===== src/rtl/led_sense_seq_pkg.sv =====
// led_sense_pkg: shared types and constants for the LED light-sense sequencer.
//   - state_t        : measurement state machine encoding (also reported in STAT)
//   - OFF_*          : register word offsets (iomem_addr[3:2])
//   - CTRL_* / STAT_*: bit positions inside the CTRL write / STAT read word
//   - DEF_*          : default parameter values
//   - merge_wstrb    : byte-lane merge of a bus write into an existing word
package led_sense_pkg;

    typedef enum logic [1:0] {
        IDLE    = 2'd0,
        CHARGE  = 2'd1,
        MEASURE = 2'd2,
        DONE    = 2'd3
    } state_t;

    localparam logic [1:0] OFF_CTRL    = 2'd0;
    localparam logic [1:0] OFF_CHARGE  = 2'd1;
    localparam logic [1:0] OFF_TIMEOUT = 2'd2;
    localparam logic [1:0] OFF_RESULT  = 2'd3;

    localparam int CTRL_START = 32'sd0;
    localparam int CTRL_CONT  = 32'sd1;
    localparam int CTRL_ABORT = 32'sd2;

    localparam int STAT_BUSY      = 32'sd0;
    localparam int STAT_DONE      = 32'sd1;
    localparam int STAT_TIMEOUT   = 32'sd2;
    localparam int STAT_CONT      = 32'sd3;
    localparam int STAT_STATE_LSB = 32'sd4;

    localparam logic [7:0]  DEF_BASE_ADDR = 8'h09;
    localparam int          DEF_CNT_WIDTH = 32'sd24;
    localparam int unsigned DEF_CHARGE    = 32'd1200;
    localparam int unsigned DEF_TIMEOUT   = 32'h00FF_FFFF;

    // Replace only the byte lanes whose strobe is set.
    function automatic logic [31:0] merge_wstrb(input logic [31:0] old_v,
                                                input logic [31:0] new_v,
                                                input logic [3:0]  strb);
        logic [31:0] res;
        for (int b = 0; b < 4; b++) begin
            res[8*b +: 8] = strb[b] ? new_v[8*b +: 8] : old_v[8*b +: 8];
        end
        return res;
    endfunction

endpackage


===== src/rtl/led_sense_seq_if.sv =====
// led_sense_seq_if: PicoSoC iomem bus bundle.
//   master drives valid/wstrb/addr/wdata, slave returns ready/rdata.
interface led_sense_seq_if;
    logic        iomem_valid;
    logic        iomem_ready;
    logic [3:0]  iomem_wstrb;
    logic [31:0] iomem_addr;
    logic [31:0] iomem_wdata;
    logic [31:0] iomem_rdata;

    modport master (
        output iomem_valid, iomem_wstrb, iomem_addr, iomem_wdata,
        input  iomem_ready, iomem_rdata
    );

    modport slave (
        input  iomem_valid, iomem_wstrb, iomem_addr, iomem_wdata,
        output iomem_ready, iomem_rdata
    );
endinterface


===== src/rtl/led_sense_seq_bit_sync2.sv =====
// bit_sync2: two-flop synchroniser for a single bit.
//   clock, resetn (sync, active-low), d (async input), q (synchronised output).
// Resets to 1 so that a freshly reset block never sees a "discharged" pin.
module bit_sync2 (
    input  logic clock,
    input  logic resetn,
    input  logic d,
    output logic q
);
    logic meta_r;
    logic sync_r;

    // Two-stage capture of the pad input.
    always_ff @(posedge clock) begin
        if (!resetn) begin
            meta_r <= 1'b1;
            sync_r <= 1'b1;
        end else begin
            meta_r <= d;
            sync_r <= meta_r;
        end
    end

    assign q = sync_r;
endmodule


===== src/rtl/led_sense_seq.sv =====
// led_sense_seq: charge / measure sequencer for an LED used as a light sensor.
//   clock, resetn : system clock, synchronous active-low reset
//   bus           : iomem slave, decoded on iomem_addr[31:24] == BASE_ADDR
//                   0 CTRL/STAT, 1 CHARGE, 2 TIMEOUT, 3 RESULT (read clears flags)
//   pin_oe/pin_do : pad drive (high during CHARGE only)
//   pin_di        : pad input, synchronised internally (2 cycles counted in result)
//   done_irq      : one-cycle pulse in the DONE state
module led_sense_seq
    import led_sense_pkg::*;
#(
    parameter logic [7:0]  BASE_ADDR       = DEF_BASE_ADDR,
    parameter int          CNT_WIDTH       = DEF_CNT_WIDTH,
    parameter int unsigned CHARGE_DEFAULT  = DEF_CHARGE,
    parameter int unsigned TIMEOUT_DEFAULT = DEF_TIMEOUT
) (
    input  logic          clock,
    input  logic          resetn,
    led_sense_seq_if.slave bus,
    output logic          pin_oe,
    output logic          pin_do,
    input  logic          pin_di,
    output logic          done_irq
);
    localparam logic [CNT_WIDTH-1:0] CNT_ZERO = {CNT_WIDTH{1'b0}};
    localparam logic [CNT_WIDTH-1:0] CNT_ONE  = {{(CNT_WIDTH-1){1'b0}}, 1'b1};

    state_t               state_r, state_next_s;
    logic [CNT_WIDTH-1:0] cnt_r, cnt_next_s;
    logic [CNT_WIDTH-1:0] result_r, result_next_s;
    logic [CNT_WIDTH-1:0] charge_r, timeout_r;
    logic [CNT_WIDTH-1:0] charge_eff_s, timeout_eff_s;
    logic                 done_r, timeout_flag_r, cont_r;
    logic                 ready_r, pin_oe_r, pin_do_r, done_irq_r;
    logic [31:0]          rdata_r, rdata_next_s;
    logic [31:0]          stat_s, charge_ext_s, timeout_ext_s, result_ext_s;
    logic [31:0]          charge_wr_s, timeout_wr_s;
    logic                 di_s;
    logic                 sel_s, wr_s, rd_s, ctrl_wr_s;
    logic                 start_s, abort_s, rd_result_s;
    logic                 done_set_s, timeout_set_s, flags_clr_s;
    logic [1:0]           off_s;
    logic                 unused_addr_s;

    bit_sync2 u_sync (
        .clock  (clock),
        .resetn (resetn),
        .d      (pin_di),
        .q      (di_s)
    );

    assign unused_addr_s = ^{bus.iomem_addr[23:4], bus.iomem_addr[1:0]};

    // Bus decode: a new request is accepted only while no acknowledge is pending.
    always_comb begin
        off_s       = bus.iomem_addr[3:2];
        sel_s       = bus.iomem_valid && (bus.iomem_addr[31:24] == BASE_ADDR) && !ready_r;
        wr_s        = sel_s && (bus.iomem_wstrb != 4'b0000);
        rd_s        = sel_s && (bus.iomem_wstrb == 4'b0000);
        ctrl_wr_s   = wr_s && (off_s == OFF_CTRL) && bus.iomem_wstrb[0];
        start_s     = ctrl_wr_s && bus.iomem_wdata[CTRL_START];
        abort_s     = ctrl_wr_s && bus.iomem_wdata[CTRL_ABORT];
        rd_result_s = rd_s && (off_s == OFF_RESULT);
    end

    // Register views widened to the bus, zero-value clamping, and read mux.
    always_comb begin
        charge_ext_s                   = 32'd0;
        timeout_ext_s                  = 32'd0;
        result_ext_s                   = 32'd0;
        charge_ext_s[CNT_WIDTH-1:0]    = charge_r;
        timeout_ext_s[CNT_WIDTH-1:0]   = timeout_r;
        result_ext_s[CNT_WIDTH-1:0]    = result_r;
        charge_wr_s  = merge_wstrb(charge_ext_s, bus.iomem_wdata, bus.iomem_wstrb);
        timeout_wr_s = merge_wstrb(timeout_ext_s, bus.iomem_wdata, bus.iomem_wstrb);
        charge_eff_s  = (charge_r == CNT_ZERO) ? CNT_ONE : charge_r;
        timeout_eff_s = (timeout_r == CNT_ZERO) ? CNT_ONE : timeout_r;
        stat_s                              = 32'd0;
        stat_s[STAT_BUSY]                   = (state_r != IDLE);
        stat_s[STAT_DONE]                   = done_r;
        stat_s[STAT_TIMEOUT]                = timeout_flag_r;
        stat_s[STAT_CONT]                   = cont_r;
        stat_s[STAT_STATE_LSB +: 3]         = {1'b0, state_r};
        case (off_s)
            OFF_CTRL:    rdata_next_s = stat_s;
            OFF_CHARGE:  rdata_next_s = charge_ext_s;
            OFF_TIMEOUT: rdata_next_s = timeout_ext_s;
            OFF_RESULT:  rdata_next_s = result_ext_s;
            default:     rdata_next_s = 32'd0;
        endcase
    end

    // Next-state logic. Bounds use >= so a bound lowered mid-phase still ends it.
    always_comb begin
        state_next_s  = state_r;
        cnt_next_s    = cnt_r;
        result_next_s = result_r;
        done_set_s    = 1'b0;
        timeout_set_s = 1'b0;
        flags_clr_s   = 1'b0;
        if (abort_s) begin
            state_next_s = IDLE;
            cnt_next_s   = CNT_ZERO;
        end else begin
            case (state_r)
                IDLE: begin
                    if (start_s) begin
                        state_next_s = CHARGE;
                        cnt_next_s   = CNT_ZERO;
                        flags_clr_s  = 1'b1;
                    end else begin
                        state_next_s = IDLE;
                    end
                end
                CHARGE: begin
                    if (cnt_r >= charge_eff_s - CNT_ONE) begin
                        state_next_s = MEASURE;
                        cnt_next_s   = CNT_ZERO;
                    end else begin
                        cnt_next_s = cnt_r + CNT_ONE;
                    end
                end
                MEASURE: begin
                    if (!di_s) begin
                        state_next_s  = DONE;
                        result_next_s = cnt_r;
                    end else if (cnt_r >= timeout_eff_s - CNT_ONE) begin
                        state_next_s  = DONE;
                        result_next_s = timeout_eff_s;
                        timeout_set_s = 1'b1;
                    end else begin
                        cnt_next_s = cnt_r + CNT_ONE;
                    end
                end
                DONE: begin
                    done_set_s   = 1'b1;
                    cnt_next_s   = CNT_ZERO;
                    if (cont_r) begin
                        state_next_s = CHARGE;
                    end else begin
                        state_next_s = IDLE;
                    end
                end
                default: begin
                    state_next_s = IDLE;
                    cnt_next_s   = CNT_ZERO;
                end
            endcase
        end
    end

    // State, counter, result and registered pad / interrupt outputs.
    always_ff @(posedge clock) begin
        if (!resetn) begin
            state_r    <= IDLE;
            cnt_r      <= CNT_ZERO;
            result_r   <= CNT_ZERO;
            pin_oe_r   <= 1'b0;
            pin_do_r   <= 1'b0;
            done_irq_r <= 1'b0;
        end else begin
            state_r    <= state_next_s;
            cnt_r      <= cnt_next_s;
            result_r   <= result_next_s;
            pin_oe_r   <= (state_next_s == CHARGE);
            pin_do_r   <= (state_next_s == CHARGE);
            done_irq_r <= (state_next_s == DONE);
        end
    end

    // Status flags: a set in the DONE cycle beats a same-cycle RESULT read.
    always_ff @(posedge clock) begin
        if (!resetn) begin
            done_r         <= 1'b0;
            timeout_flag_r <= 1'b0;
        end else begin
            if (flags_clr_s) begin
                done_r <= 1'b0;
            end else if (done_set_s) begin
                done_r <= 1'b1;
            end else if (rd_result_s) begin
                done_r <= 1'b0;
            end
            if (flags_clr_s) begin
                timeout_flag_r <= 1'b0;
            end else if (timeout_set_s) begin
                timeout_flag_r <= 1'b1;
            end else if (rd_result_s) begin
                timeout_flag_r <= 1'b0;
            end
        end
    end

    // Bus acknowledge, read data capture and configuration register writes.
    always_ff @(posedge clock) begin
        if (!resetn) begin
            ready_r   <= 1'b0;
            rdata_r   <= 32'd0;
            cont_r    <= 1'b0;
            charge_r  <= CNT_WIDTH'(CHARGE_DEFAULT);
            timeout_r <= CNT_WIDTH'(TIMEOUT_DEFAULT);
        end else begin
            ready_r <= sel_s;
            rdata_r <= sel_s ? rdata_next_s : 32'd0;
            if (ctrl_wr_s) begin
                cont_r <= bus.iomem_wdata[CTRL_CONT];
            end
            if (wr_s && (off_s == OFF_CHARGE)) begin
                charge_r <= charge_wr_s[CNT_WIDTH-1:0];
            end
            if (wr_s && (off_s == OFF_TIMEOUT)) begin
                timeout_r <= timeout_wr_s[CNT_WIDTH-1:0];
            end
        end
    end

    assign bus.iomem_ready = ready_r;
    assign bus.iomem_rdata = rdata_r;
    assign pin_oe          = pin_oe_r;
    assign pin_do          = pin_do_r;
    assign done_irq        = done_irq_r;
endmodule


===== src/flat_wrapper.sv =====
// flat-port wrapper written by rule: the top's interface ports become plain ports
module led_sense_seq_flat import led_sense_pkg::*;
#(
    parameter logic [7:0]  BASE_ADDR       = DEF_BASE_ADDR,
    parameter int          CNT_WIDTH       = DEF_CNT_WIDTH,
    parameter int unsigned CHARGE_DEFAULT  = DEF_CHARGE,
    parameter int unsigned TIMEOUT_DEFAULT = DEF_TIMEOUT
)
  (clock, resetn, pin_oe, pin_do, pin_di, done_irq, bus_iomem_valid, bus_iomem_wstrb, bus_iomem_addr, bus_iomem_wdata, bus_iomem_ready, bus_iomem_rdata);
  led_sense_seq_if bus_i ();
  input  logic clock;
  input  logic resetn;
  output logic pin_oe;
  output logic pin_do;
  input  logic pin_di;
  output logic done_irq;
  input wire logic [$bits(bus_i.iomem_valid)-1:0] bus_iomem_valid;
  input wire logic [$bits(bus_i.iomem_wstrb)-1:0] bus_iomem_wstrb;
  input wire logic [$bits(bus_i.iomem_addr)-1:0] bus_iomem_addr;
  input wire logic [$bits(bus_i.iomem_wdata)-1:0] bus_iomem_wdata;
  output wire logic [$bits(bus_i.iomem_ready)-1:0] bus_iomem_ready;
  output wire logic [$bits(bus_i.iomem_rdata)-1:0] bus_iomem_rdata;
  assign bus_i.iomem_valid = bus_iomem_valid;
  assign bus_i.iomem_wstrb = bus_iomem_wstrb;
  assign bus_i.iomem_addr = bus_iomem_addr;
  assign bus_i.iomem_wdata = bus_iomem_wdata;
  assign bus_iomem_ready = bus_i.iomem_ready;
  assign bus_iomem_rdata = bus_i.iomem_rdata;
  led_sense_seq #(.BASE_ADDR(BASE_ADDR), .CNT_WIDTH(CNT_WIDTH), .CHARGE_DEFAULT(CHARGE_DEFAULT), .TIMEOUT_DEFAULT(TIMEOUT_DEFAULT)) u_core (.clock(clock), .resetn(resetn), .bus(bus_i), .pin_oe(pin_oe), .pin_do(pin_do), .pin_di(pin_di), .done_irq(done_irq));
endmodule

===== config.mk =====
export PLATFORM = sky130hd
export DESIGN_NAME = led_sense_seq_flat
export DESIGN_NICKNAME = d
export VERILOG_FILES = /design/src/rtl/led_sense_seq_pkg.sv /design/src/rtl/led_sense_seq_if.sv /design/src/rtl/led_sense_seq_bit_sync2.sv /design/src/rtl/led_sense_seq.sv /design/src/flat_wrapper.sv
export SDC_FILE = /design/constraint.sdc
export NUM_CORES = 1
export LEC_CHECK = 0
export BUFFER_PORTS_ARGS = -buffer_cell sky130_fd_sc_hd__buf_4
export CORE_UTILIZATION = 53
export DETAILED_ROUTE_END_ITERATION = 10
export PLACE_DENSITY = 0.77
export RECOVER_POWER = 100
export SYNTH_ARGS = -nofsm -noshare
export SYNTH_HDL_FRONTEND = slang
export SYNTH_SLANG_ARGS = --single-unit

===== constraint.sdc =====
create_clock -name clock -period 5.1 [get_ports clock]
set_clock_uncertainty 0.2 [all_clocks]
set_input_delay 0.255 -clock clock [delete_from_list [all_inputs] [get_ports clock]]
set_output_delay 0.255 -clock clock [all_outputs]
set_load 0.01 [all_outputs]

==> impl_metrics.py, run 1 <==
metrics = {
    "yosys": {
        "synth_area_per_cell_um2": 8.514,
        "async_reset_ff_frac": 0,
        "synth_cell_types": 59,
        "yosys-top-cells-count": "nand2_1, dfxtp_1, ha_1",
        "yosysMostFrequentCell": "nand2_1",
        "synth_top_area_share": 0.3355,
        "ys.warnings.count": 0,
        "synth_top_cell_by_area": "dfxtp_1",
        "ys.flop_type": "dfxtp_1",
        "synthesis.area_um2": 7756,
        "syn_inst": 911,
        "synth_area_leaders": "dfxtp_1, ha_1, nand2_1, mux2i_1, xnor2_1",
        "ys_seq_area_frac": 0.3355,
        "ys_ff_latch": 130,
        "synth_edf_count": 0,
    },
    "cells_and_area": {
        "diodes": 0,
        "n_fill_cell": 1061,
        "syn2layout_area_growth_pct": 28.71,
        "layout.nets": 1196,
        "layout-drive-gt1-share": 0.2212,
    },
    "hold_path": {
        "hp-class": "primary input to flip-flop",
    },
    "routing": {
        "wirelength_um": 23950,
        "detail-route-antenna-nets": 0,
        "dr.pass1.iters": 5,
        "via_count": 7727,
        "drt-initial-drc-count": 688,
        "avgViaCountPerCell": 6.152,
        "avgRoutedWirePerCell_um": 19.07,
        "drc": 0,
    },
    "die": {
        "io_pins": 108,
        "die_area_um2": 15120,
        "rows": 43,
        "initial_core_util": 0.5502,
        "fp.dieH_um": 123.0,
        "core_um2": 14100,
        "chipWidth_um": 123.0,
    },
    "grt": {
        "grt_pass1_wl_um": 37200,
        "grt_pass1_vias": 7416,
        "grtUsageTotal": 0.3218,
        "antenna_found_initial": 0,
        "grt_overflow": 0,
        "grt_max_degree": 78,
    },
    "power_and_ir_drop": {
        "leakagePower_uw": 0.004536,
        "power.total_uw": 2350,
        "swShare": 0.2136,
        "power.internal_uw": 1848,
        "pwr-share-clk": 0.515,
        "net-switching-power_uw": 502.1,
        "p_per_area_nw_per_um2": 235.4,
        "power_frac_seq": 0.433,
        "combinationalPowerShare": 0.052,
        "ir_drop_v": 0.0002896,
    },
    "timing": {
        "slew_headroom": -1.177,
        "fmaxAchievable_mhz": 185.9,
        "finalHoldViolations": 0,
        "drv_slew": 78,
        "rsz0062_at_grt": "yes",
        "final.min_clock_period_ns": 5.381,
        "hold_slack_ns": 0.1436,
        "tightest_slew_ns": 3.266,
        "finalSetupViolations": 24,
        "finalCritPeriodShare": 1.055,
        "tns_ns": -4.732,
        "layout_setup_ws_ns": -0.2807,
    },
    "clock_tree": {
        "clockRootBuffer": "clkbuf_16",
        "htree_num_levels": 4,
        "clk_path_buf_depth": 2,
        "clock-sinks": 130,
        "clkLatencyLatePin_ns": 0.43,
        "cts_tree": "done",
        "clk_pin_slew_ns": 0.06,
        "cts_made_buffers": 17,
    },
    "setup_path": {
        "cp-end-kind": "flip-flop",
        "crit_buf_inv": 0,
        "critPathKind": "flip-flop to flip-flop",
        "startpoint_type": "flip-flop",
        "critical_path_peak_fanout": 7,
        "crit_arrival_ns": 5.55,
        "slowest_stage": "a2111o_2",
        "worstPathCellList": "or4_4, or4_4, or3_4, or4_4, nor2_4, nor2_2, ha_4, nand2_2, nor3_1, xnor2_1, ha_1, nand4_1, nor3_2, a2111oi_4, o21ai_2, a21o_1, a2111o_2, or4_1, nand3_1",
        "required_ns": 5.27,
        "cp_common_cell": "or4_4",
        "max_stage_delay_ns": 0.57,
        "critPathTopFamily": "simple AND/OR/NAND/NOR gates",
    },
    "run_status": {
        "failed_checks": "capacitance limit, slew limit, setup timing",
        "status": "finished, violations left",
    },
    "place": {
        "place.gp.congestion": 0.9321,
        "place_ws_ns": -0.2959,
        "io_buffers": 69,
        "dp_hpwl_um": 15970,
    },
    "run": {
        "maxCapViolations": 1,
    },
}
cells by family after synthesis:
family / Yosys count / share of synthesized area
buffers and inverters: 81 / 0.04388
AND/OR/NAND/NOR: 379 / 0.2431
multiplexers: 62 / 0.09243
adder cells (fa/ha/maj): 57 / 0.09195
XOR/XNOR: 40 / 0.04517
other: 1 / 0.0004835
flip-flops: 130 / 0.3355
AO/OA/AOI/OAI: 161 / 0.1474
area by class of cell:
| class | count | area, µm² | area share |
|---|---|---|---|
| sequential | 130 | 2604 | 0.2608 |
| inverter | 17 | 63.81 | 0.006392 |
| tap | 180 | 225.2 | 0.02256 |
| timing repair buffer | 193 | 1464 | 0.1466 |
| multi-input combinational | 708 | 5051 | 0.5060 |
| clock buffer | 23 | 498.0 | 0.04988 |
| clock inverter | 5 | 77.57 | 0.007770 |
metrics by stage:
step | instance area (µm²) | util | cells
after floorplan | 7819 | - | 918
after global routing | 9983 | 0.7082 | 1256
after detailed placement | 8929 | 0.6334 | 1187
after global placement | 8929 | 0.6334 | 1187
final | 9983 | 0.7082 | 1256
after CTS | 9882 | 0.7010 | 1247
cell usage in the layout, fill, tap and decap left out, types with 6 or more instances in the layout:
master	count
nand2_1	133
buf_4	129
dfxtp_1	129
ha_1	55
nor2_1	49
nand3_1	45
mux2i_1	39
a21oi_1	36
clkbuf_1	30
xnor2_1	28
dlygate4sd3_1	26
o211a_1	23
and3_1	22
nand4_1	21
o21ai_0	21
a22oi_1	19
clkbuf_16	18
nor3_1	17
mux2_2	17
inv_1	16
nor2b_1	15
nor4_1	14
xor2_1	12
or3_1	12
a32oi_1	8
a21boi_0	8
conb_1	8
or4_1	7
nand2b_1	7
o41ai_2	6
mux4_2	6
layer usage:
metal  global-route usage  wire [µm]  up-vias
li1                     -          -     3614
met1               0.4165      10030     3739
met2               0.5235      11430      327
met3              0.06827       1944       47
met4               0.1265        541        0
met5                    0          0        -
worst paths after layout:
kind	startpoint	endpoint	slack [ns]	cells past startpoint
max reg2reg	u_core.charge_r[12]	u_core.cnt_r[15]	-0.28	19
min	bus_iomem_wstrb[3]	u_core.timeout_flag_r	0.14	5
min reg2reg	u_core.u_sync.meta_r	u_core.u_sync.q	0.21	1
max	u_core.charge_r[12]	u_core.cnt_r[15]	-0.28	19
flip-flops by register name (all words and copies together), names as in the netlist:
| name | cells |
|---|---|
| u_core.result_r | 24 |
| u_core.cont_r | 1 |
| u_core.u_sync.meta_r | 1 |
| u_core.cnt_r | 24 |
| u_core.done_irq | 1 |
| u_core.bus.iomem_ready | 1 |
| u_core.timeout_flag_r | 1 |
| u_core.state_r | 2 |
| u_core.u_sync.q | 1 |
| u_core.done_r | 1 |
| u_core.bus.iomem_rdata | 24 |
| u_core.charge_r | 24 |
| u_core.pin_oe | 1 |
| u_core.timeout_r | 24 |
repair_timing:
item                       4_1_cts  5_1_grt
resized for setup               19       27
pin swaps                        9       16
setup buffers                    5        8
gates cloned                     1        1
hold endpoints to repair        54        0
hold buffers                    26        0
setup endpoints to repair       48       51
power groups by stage:
stage          Combinational [µW]  Clock (µW)  Sequential, µW
4_1_cts                       119        1210            1020
6_report                      122        1210            1020
5_1_grt                       129        1260            1020
3_5_place_dp                  102           0            1040
2_1_floorplan                63.5           0            1040
3_3_place_gp                  102           0            1040
worst reg2reg max path, stage by stage (launching register included):
cell and delay, ns:
dfxtp_2 0.31, or4_4 0.52, or4_4 0.43, or3_4 0.37
or4_4 0.45, nor2_4 0.12, nor2_2 0.06, ha_4 0.19
nand2_2 0.09, nor3_1 0.07, xnor2_1 0.16, ha_1 0.26
nand4_1 0.17, nor3_2 0.09, a2111oi_4 0.30, o21ai_2 0.12
a21o_1 0.23, a2111o_2 0.57, or4_1 0.50, nand3_1 0.09
Power figures use the tool's default switching activity.
==> run 2: changes to the inputs <==
- GPL_ROUTABILITY_DRIVEN: default -> 0
- RECOVER_POWER: 100 -> 50
==> impl_metrics.py, run 2 (synthesis gave the netlist of run 1 again) <==
metrics = {
    "routing": {
        "drc": 0,
        "avgRoutedWirePerCell_um": 18.99,
        "via_count": 7824,
        "dr.pass1.iters": 5,
        "wl_met2_um": 11070,
        "highest-signal-layer": "met4",
        "met3_length_um": 1925,
        "avgViaCountPerCell": 6.249,
        "wl_met1_um": 9934,
        "wirelength_um": 23780,
        "detail-route-antenna-nets": 0,
        "drt-initial-drc-count": 651,
    },
    "power_and_ir_drop": {
        "power_frac_seq": 0.416,
        "swShare": 0.2101,
        "combinationalPowerShare": 0.050,
        "leakagePower_uw": 0.004515,
        "ir_drop_v": 0.0002659,
        "pwr-share-clk": 0.534,
        "power.internal_uw": 1932,
        "p_per_area_nw_per_um2": 244.5,
        "net-switching-power_uw": 513.6,
    },
    "timing": {
        "slew_headroom": -1.306,
        "fmaxAchievable_mhz": 187.2,
        "layout_setup_ws_ns": -0.2427,
        "finalCritPeriodShare": 1.048,
        "finalSetupViolations": 24,
        "rsz0062_at_grt": "yes",
        "final.min_clock_period_ns": 5.343,
        "drv_slew": 85,
        "tns_ns": -3.878,
        "tightest_slew_ns": 3.459,
        "finalHoldViolations": 0,
    },
    "setup_path": {
        "crit_buf_inv": 1,
        "cp_common_cell": "or4_4",
        "critical_path_peak_fanout": 6,
        "crit_arrival_ns": 5.50,
        "startpoint_type": "flip-flop",
        "worstPathCellList": "or4_4, or4_4, or3_4, or4_4, nor2_4, nor2_2, ha_4, nand2_2, nor2_1, xnor2_1, ha_1, nand4_1, nor3_2, a2111oi_2, o21ai_2, a21o_1, a2111o_1, buf_6, or4_1, nand3_1",
        "required_ns": 5.26,
        "critPathTopFamily": "simple AND/OR/NAND/NOR gates",
        "cp-end-kind": "flip-flop",
        "slowest_stage": "or4_4",
        "max_stage_delay_ns": 0.53,
        "critPathKind": "flip-flop to flip-flop",
    },
    "cells_and_area": {
        "diodes": 0,
        "most-common-layout-cells": "nand2_1, dfxtp_1, buf_4, ha_1, nor2_1",
        "n_fill_cell": 1036,
        "layout-drive-gt1-share": 0.2183,
        "layout.nets": 1189,
        "finish.utilization": 0.7095,
        "ff_latch_area_um2": 2604,
        "multi_input_area_um2": 5040,
        "layout_commonest_cell": "nand2_1",
        "syn2layout_area_growth_pct": 28.94,
    },
    "run_status": {
        "failed_checks": "capacitance limit, slew limit, setup timing",
        "status": "finished, violations left",
    },
    "die": {
        "chipWidth_um": 123.0,
        "io_pins": 108,
        "die_area_um2": 15120,
        "initial_core_util": 0.5502,
        "rows": 43,
        "core_um2": 14100,
        "fp.dieH_um": 123.0,
    },
    "clock_tree": {
        "clk_pin_slew_ns": 0.06,
        "clock-sinks": 130,
        "clk_path_buf_depth": 2,
        "clkLatencyLatePin_ns": 0.43,
        "cts_made_buffers": 17,
        "cts_tree": "done",
        "clockRootBuffer": "clkbuf_16",
        "htree_num_levels": 4,
    },
    "grt": {
        "grtUsageTotal": 0.3206,
        "grt_pass1_vias": 7259,
        "grt_max_degree": 85,
        "grt_pass1_wl_um": 37030,
        "grt_overflow": 0,
        "antenna_found_initial": 0,
    },
    "run": {
        "maxCapViolations": 1,
    },
    "place": {
        "place_ws_ns": -0.3638,
        "dp_hpwl_um": 16030,
        "io_buffers": 69,
    },
    "hold_path": {
        "hp-class": "primary input to flip-flop",
    },
}
[run 2: area by class of cell]
cell class              instances  area share
multi-input cells             707      0.5039
well taps                     180     0.02252
clock buffers                  23     0.04779
flip-flops and latches        130      0.2604
inverters                      17    0.006381
clock inverters                 8     0.01514
repair buffers                187      0.1439
[run 2: worst paths after layout]
kind / start / end / slack [ns] / depth (start not counted)
min: bus_iomem_wstrb[3] / u_core.done_r / 0.16 / 5
max reg2reg: u_core.charge_r[13] / u_core.cnt_r[15] / -0.24 / 20
min reg2reg: u_core.u_sync.meta_r / u_core.u_sync.q / 0.20 / 1
max: u_core.charge_r[13] / u_core.cnt_r[15] / -0.24 / 20
[run 2: through the flow]
step                      total power [µW]  cell area [µm²]  hold slack [ns]  cells
after CTS                             2449             9907           0.1408   1246
after global placement                1141             8899           0.1880   1183
after floorplan                       1103             7819           0.1565    918
after detailed placement              1142             8899           0.1921   1183
final                                 2445            10000           0.1596   1252
after global routing                  2500            10000           0.1794   1252
[run 2: metal layers]
| metal | track usage | vias to the layer above |
|---|---|---|
| li1 | - | 3605 |
| met1 | 0.4252 | 3732 |
| met2 | 0.5070 | 413 |
| met3 | 0.05904 | 74 |
| met4 | 0.1453 | 0 |
| met5 | 0 | - |
[run 2: worst reg2reg max path, stage by stage (launching register included)]
cell and delay (ns):
dfxtp_1 0.33, or4_4 0.53, or4_4 0.43, or3_4 0.36, or4_4 0.45, nor2_4 0.13, nor2_2 0.06, ha_4 0.19
nand2_2 0.09, nor2_1 0.06, xnor2_1 0.13, ha_1 0.31, nand4_1 0.13, nor3_2 0.07, a2111oi_2 0.37, o21ai_2 0.12
a21o_1 0.19, a2111o_1 0.44, buf_6 0.16, or4_1 0.46, nand3_1 0.07
[run 2: timing repair]
item / 4_1_cts / 5_1_grt
pin swaps: 7 / 15
hold endpoints to repair: 52 / 0
hold buffers: 25 / 0
buffers inserted: 7 / 5
setup endpoints to repair: 49 / 51
gates resized for setup: 15 / 34
cloned: 0 / 1
[run 2: power by group through the flow]
stage | registers, µW | logic (µW) | clock network (µW)
after floorplan | 1040 | 63.5 | 0
after global placement | 1040 | 103 | 0
after detailed placement | 1040 | 103 | 0
after CTS | 1020 | 119 | 1310
after global routing | 1020 | 130 | 1350
final | 1020 | 122 | 1310
